**src/rtl/reg_file.sv**
```systemverilog
// ---------------------------------------------------------------------------
// reg_file
//
// Purpose:
//   CPU architectural register file with R0..R31.
//   - R0 is hard-wired to zero on every port.
//   - One general write port is provided.
//   - A dedicated link write port always targets R31. When both ports hit
//     R31 on the same edge, the link write wins.
//   - Two combinational read ports (rs, rt) use write-through bypass.
//   - A debug read port (dbg) shows stored contents only and is never
//     bypassed.
//
// Ports:
//   clk        in   1      sole clock, rising-edge active
//   rst        in   1      synchronous active-high reset, clears all registers
//   rs_addr    in   5      read port A index
//   rt_addr    in   5      read port B index
//   rs_data    out  WIDTH  read port A data (bypassed)
//   rt_data    out  WIDTH  read port B data (bypassed)
//   wr_en      in   1      general write enable
//   wr_addr    in   5      general write index
//   wr_data    in   WIDTH  general write data
//   link_en    in   1      link write enable (targets R31)
//   link_data  in   WIDTH  link write data (return address)
//   dbg_addr   in   5      debug read index
//   dbg_data   out  WIDTH  debug read data (stored contents only)
// ---------------------------------------------------------------------------
module reg_file #(
    parameter int WIDTH = 32,
    parameter int DEPTH = 32
) (
    input  logic             clk,
    input  logic             rst,
    input  logic [4:0]       rs_addr,
    input  logic [4:0]       rt_addr,
    output logic [WIDTH-1:0] rs_data,
    output logic [WIDTH-1:0] rt_data,
    input  logic             wr_en,
    input  logic [4:0]       wr_addr,
    input  logic [WIDTH-1:0] wr_data,
    input  logic             link_en,
    input  logic [WIDTH-1:0] link_data,
    input  logic [4:0]       dbg_addr,
    output logic [WIDTH-1:0] dbg_data
);

    localparam logic [4:0] ZERO_REG = 5'd0;
    localparam logic [4:0] LINK_REG = 5'd31;

    logic [WIDTH-1:0] regs_q [DEPTH];
    logic [WIDTH-1:0] regs_d [DEPTH];

    // A general write to R0 is squashed here, so R0 never holds anything but
    // zero. The link write is applied after the general write, which makes
    // link_data win when both ports target R31.
    always_comb begin
        for (int i = 0; i < DEPTH; i++) begin
            regs_d[i] = regs_q[i];
        end
        if (wr_en && (wr_addr != ZERO_REG)) begin
            regs_d[wr_addr] = wr_data;
        end
        if (link_en) begin
            regs_d[LINK_REG] = link_data;
        end
    end

    // Reset has priority over every write presented in the same cycle.
    always_ff @(posedge clk) begin
        if (rst) begin
            for (int i = 0; i < DEPTH; i++) begin
                regs_q[i] <= '0;
            end
        end else begin
            for (int i = 0; i < DEPTH; i++) begin
                regs_q[i] <= regs_d[i];
            end
        end
    end

    // Read port A. Index 0 is forced to zero so the port also reads zero
    // before the first reset. Bypass is suppressed while in reset because
    // the pending write will be discarded.
    always_comb begin
        rs_data = regs_q[rs_addr];
        if (rs_addr == ZERO_REG) begin
            rs_data = '0;
        end else if (!rst && link_en && (rs_addr == LINK_REG)) begin
            rs_data = link_data;
        end else if (!rst && wr_en && (rs_addr == wr_addr)) begin
            rs_data = wr_data;
        end
    end

    // Read port B uses the same selection as port A, so both ports return
    // identical data for the same index.
    always_comb begin
        rt_data = regs_q[rt_addr];
        if (rt_addr == ZERO_REG) begin
            rt_data = '0;
        end else if (!rst && link_en && (rt_addr == LINK_REG)) begin
            rt_data = link_data;
        end else if (!rst && wr_en && (rt_addr == wr_addr)) begin
            rt_data = wr_data;
        end
    end

    // The debug port shows only committed contents.
    always_comb begin
        dbg_data = regs_q[dbg_addr];
        if (dbg_addr == ZERO_REG) begin
            dbg_data = '0;
        end
    end

endmodule

```
**config.mk**
```make
export PLATFORM = sky130hd
export DESIGN_NAME = reg_file
export DESIGN_NICKNAME = d
export VERILOG_FILES = /design/src/rtl/reg_file.sv
export SDC_FILE = /design/constraint.sdc
export NUM_CORES = 2
export LEC_CHECK = 0
export BUFFER_PORTS_ARGS = -buffer_cell sky130_fd_sc_hd__buf_2
export CORE_MARGIN = 4
export CORE_UTILIZATION = 28
export CTS_BUF_LIST = sky130_fd_sc_hd__clkbuf_8
export DETAILED_ROUTE_END_ITERATION = 7
export HOLD_SLACK_MARGIN = 0.12
export SLEW_MARGIN = 20
export SYNTH_ARGS = -nofsm -noshare
export SYNTH_HDL_FRONTEND = slang
export SYNTH_SLANG_ARGS = --single-unit
```
**constraint.sdc**
```tcl
create_clock -name clk -period 2.02 [get_ports clk]
set_input_delay 0.101 -clock clk [delete_from_list [all_inputs] [get_ports clk]]
set_output_delay 0.101 -clock clk [all_outputs]
set_load 0.02 [all_outputs]
```
==> Word-level counts from Yosys, hierarchy flattened <==
Memory sizes are Yosys's and may differ from the RTL's.
Cells that the tools add are included.
{ "totals": {"reg_bits": 0, "ramBits": 1024, "inputBits": 88, "output_inout_bits": 96, "mem_count": 1} }
{ "mem_list": {"columns": ["memory", "depth", "width", "rd", "rd_clocked_by_memory_dff", "wr", "line_no", "text"], "rows": [
  ["regs_q", 32, 32, 35, 0, 32, "51", "logic [WIDTH-1:0] regs_q [DEPTH];"]
]} }
{ "classes": {"order_cmp": 2, "eq_ne": 4, "n_mux": 47, "n_bitwise": 33, "reduce_logical": 13} }
{ "op_table": {"columns": ["cell", "count"], "rows": [
  ["$mux 32", 41],
  ["$bwmux 1024", 1],
  ["$mux 1024", 1],
  ["$demux 32 s5", 1],
  ["$or 1x1->1", 32],
  ["$logic_not 5->1", 3],
  ["$eq 5x5->1", 2],
  ["$eq 5x5->1 const B", 2],
  ["$logic_and 1x1->1", 8],
  ["$ge 6x6->1 const B", 1],
  ["$lt 6x1->1 const B", 1],
  ["$not 5->6", 1],
  ["$reduce_bool 5->1", 1],
  ["$mux 1", 3],
  ["$logic_not 1->1", 1]
]} }

==> Depth between registers and ports, before layout <==
{ "depth": {"word_depth": 9, "depth_mapped": 10, "ltp_nobuf": 5} }

==> Worst setup path after synthesis <==
OpenSTA, ideal clock, no wires.
{ "synth_path": {"path_kind": "input to output", "start": "input dbg_addr[0]", "end": "output dbg_data[1]", "t_arrival_ns": 2.099, "required_ns": 1.919, "path_slack_ns": -0.180, "path_stages": 7, "n_path_buf": 3, "cell_sequence": "clkbuf_1 -> buf_2 -> buf_2 -> mux4_2 -> mux4_2 -> nand2_1 -> o21ai_0"} }
{ "synth_between": {"elab_chain_len": 2, "word_cells_on_any_way": 3} }
{ "synth_lines": {"columns": ["element", "line_no", "text"], "rows": [
  ["start, declared", "44", "input logic [4:0] dbg_addr,"],
  ["$mem_v2 32x32 / $logic_not 5->1 (equally long branches)", null, null],
  ["$mux 32 *", "112", "if (dbg_addr == ZERO_REG) begin"],
  ["end, declared", "45", "output logic [WIDTH-1:0] dbg_data"]
]} }
Mark *: on every way between the ends. The rest lies on a longest branch, timed or not.

==> flow_summary_export.csv <==
group,metric,value,unit
sta,layout_min_cycle_time,3140,ps
critical_path,path_cells,"buf_6 -> mux4_2 -> mux4_2 -> nor4b_4 -> a211o_1 -> buf_6",
synth,synthMostInstantiatedCell,"nand2_1",
sta,maxSlewHeadroom,25.4,%
place,dp_hpwl,210000,um
final_layout,stdcell_count,10345,
die,core,0.214,mm^2
place,numPortBuffers,183,
route,drc,0,
synth,ys.flop_type,"dfxtp_1",
global_routing,antenna_found_initial,24,
synth,synth_area,0.0603,mm^2
route,firstDrtPassIters,6,
critical_path,crit_slowest_cell,"mux4_2",
sta,worst_slew_pin_slew,1120,ps
synth,syn_nets,6610,
critical_path,critPathMaxStageDelay,520,ps
synth,synth_seq_cells,1024,
sta,fin_ws,-1120,ps
critical_path,path_buf_inv,2,
final_layout,largest-register,"regs_q",
die,io-pin-count,184,
sta,clock.fmax,0.319,GHz
synth,avgSynthCellArea,9.24,um^2
sta,final.setup_skew,0,ps
route,ant_nets,0,
critical_path,critPathMaxFanout,2,
synth,synth_seq_area_share,34.0,%
global_routing,grt_remaining_overflow,0,
critical_path,cp_data_required_time,1920,ps
clock_tree,cts_root_buf,"clkbuf_8",
clock_tree,htreeDepth,4,
power_and_ir_drop,powerDensity,593,mW/mm^2
synth,yosys_warnings,0,
critical_path,worstSetupStartpointType,"register",
job,drv_cap,0,
route,vias_per_cell,6.07,
clock_tree,worstSkewPairLatency,960,ps
clock_tree,cts.reportedPaths.clkPinSlew,70,ps
final_layout,drive_gt1_share,39.2,%
final_layout,fin_area,0.0818,mm^2
global_routing,grt_usage,27.2,%
synth,yosys-top-cells-area,"dfxtp_1 (34%), mux4_2 (26%), nand2_1 (12%)",
final_layout,regArea,0.0208,mm^2
sta,finalHoldViolCount,0,
critical_path,crit_family,"multiplexers",
die,die_w,472,um
route,post_drt_wl_per_cell,30.5,um
final_layout,top_regs,"regs_q: 1024 flops",
global_routing,grt_pass1_wl,443000,um
synth,synth_top_area_cell,"dfxtp_1",
route,vias,62792,
critical_path,path_class,"register to primary output",
global_routing,grt_pass1_vias,61175,
synth,async_reset_ff_share,0,%
sta,rsz0062_at_grt,"true",
clock_tree,cts_tree,"built",
die,dieArea,0.223,mm^2
synth,yosys-top-cells-count,"nand2_1 (1992), dfxtp_1 (1024), a21oi_1 (1004)",
final_layout,largest_reg_flops,1024,
final_layout,final_core_util,38.1,%
final_layout,nets,7451,
clock_tree,cts_max_path_buffers,3,
final_layout,fillers,20942,
run_status,outcome,"finished, violations left",
critical_path,cp-end-kind,"primary output",
place,gp_congestion,0.986,
clock_tree,cts_buffers,174,
final_layout,area_growth,35.7,%
sta,slew_viol_final,0,
run_status,violations,"setup timing",
clock_tree,clock_sinks,1024,
synth,synth_enable_flop_cells,0,
final_layout,multi_input_area,0.0391,mm^2
power_and_ir_drop,p_total,48.5,mW
route,wirelength,316000,um
place,placed_area,0.0729,mm^2
synth,ys_types,50,
sta,setup-violations-final,96,
die,rows,170,
synth,synthCells,6522,
route,drt_iter0_drc,9979,
place,placed_cells,9880,
die,start_util,28.1,%
synth,yosysTopAreaCellShare,34.0,%
power_and_ir_drop,p_leak,28.5,nW
place,dpl_worst_slack,-998,ps
critical_path,critical_path_arrival,3030,ps
die,die_h,472,um
global_routing,grt_max_degree,184,
power_and_ir_drop,peakVddDrop,0.836,mV
sta,finalCritPeriodShare,155,%
hold_path,hold_path.class,"input pin to register",
[power by group]
group	switching (mW)	internal, mW	total (mW)	leakage [nW]
combinational	4.51	3.06	7.57	18.0
sequential	0.186	20.4	20.6	8.39
clock	9.70	10.6	20.3	2.04
[worst register-to-register path, stage by stage, from the launching register on]
cell	delay [ps]
dfxtp_2	330
buf_6	120
buf_4	120
nor2_1	100
a211oi_1	60
dlygate4sd3_1	590
[kinds of logic after synthesis]
family          Yosys count  share of synthesized area [%]
compound gates         1547                           15.2
xor+xnor                 10                          0.145
buf+inv                 780                           5.40
flops                  1024                           34.0
mux                     992                           31.2
simple gates           2169                           14.0
[layout by cell type, fill, tap and decap left out, types with 217 or more instances in the layout]
master,netlist,routed
clkbuf_8,0,222
buf_6,17,279
a21oi_1,1004,992
nand2_1,1992,1936
buf_4,18,708
dfxtp_2,0,256
mux4_2,708,708
buf_12,0,217
mux2i_1,268,266
dfxtp_1,1024,768
[worst paths after layout]
check	from	end	slack, ps	cells after the start
setup / recovery	regs_q[31][30]	rs_data[30]	-1120	6
setup reg to reg	regs_q[31][28]	regs_q[31][28]	590	5
hold / removal	wr_addr[1]	regs_q[6][11]	180	8
hold reg to reg	regs_q[3][23]	regs_q[3][23]	480	2
[metrics by stage]
step           setup TNS, ps  hold slack [ps]
3_5_place_dp          -36330              422
3_3_place_gp          -36960              416
6_report              -76190              180
4_1_cts               -79740              132
2_1_floorplan          -24.5              341
5_1_grt               -82340              159
[metal layers]
metal	GRT usage, %	vias up	wire (um)
met2	39.4	5283	133000
met5	0.303	-	117
met3	10.9	1378	47600
met1	32.6	30672	109000
met4	19.7	10	26100
li1	-	25449	-
[layout make-up]
class	instances	area share, %
antenna	14	0.0429
timing repair buffer	1408	17.7
clock inverter	84	0.678
tap	2838	4.34
sequential	1024	25.5
multi-input combinational	4718	47.8
inverter	37	0.173
clock buffer	222	3.74
[repair_timing]
action,in CTS,in global routing
hold endpoints to repair,997,0
setup buffers,31,29
hold buffers,120,0
resized for setup,919,159
endpoints found under the setup margin,96,99
pin swaps,239,73
Note: power is estimated with default switching activity, not from simulation.
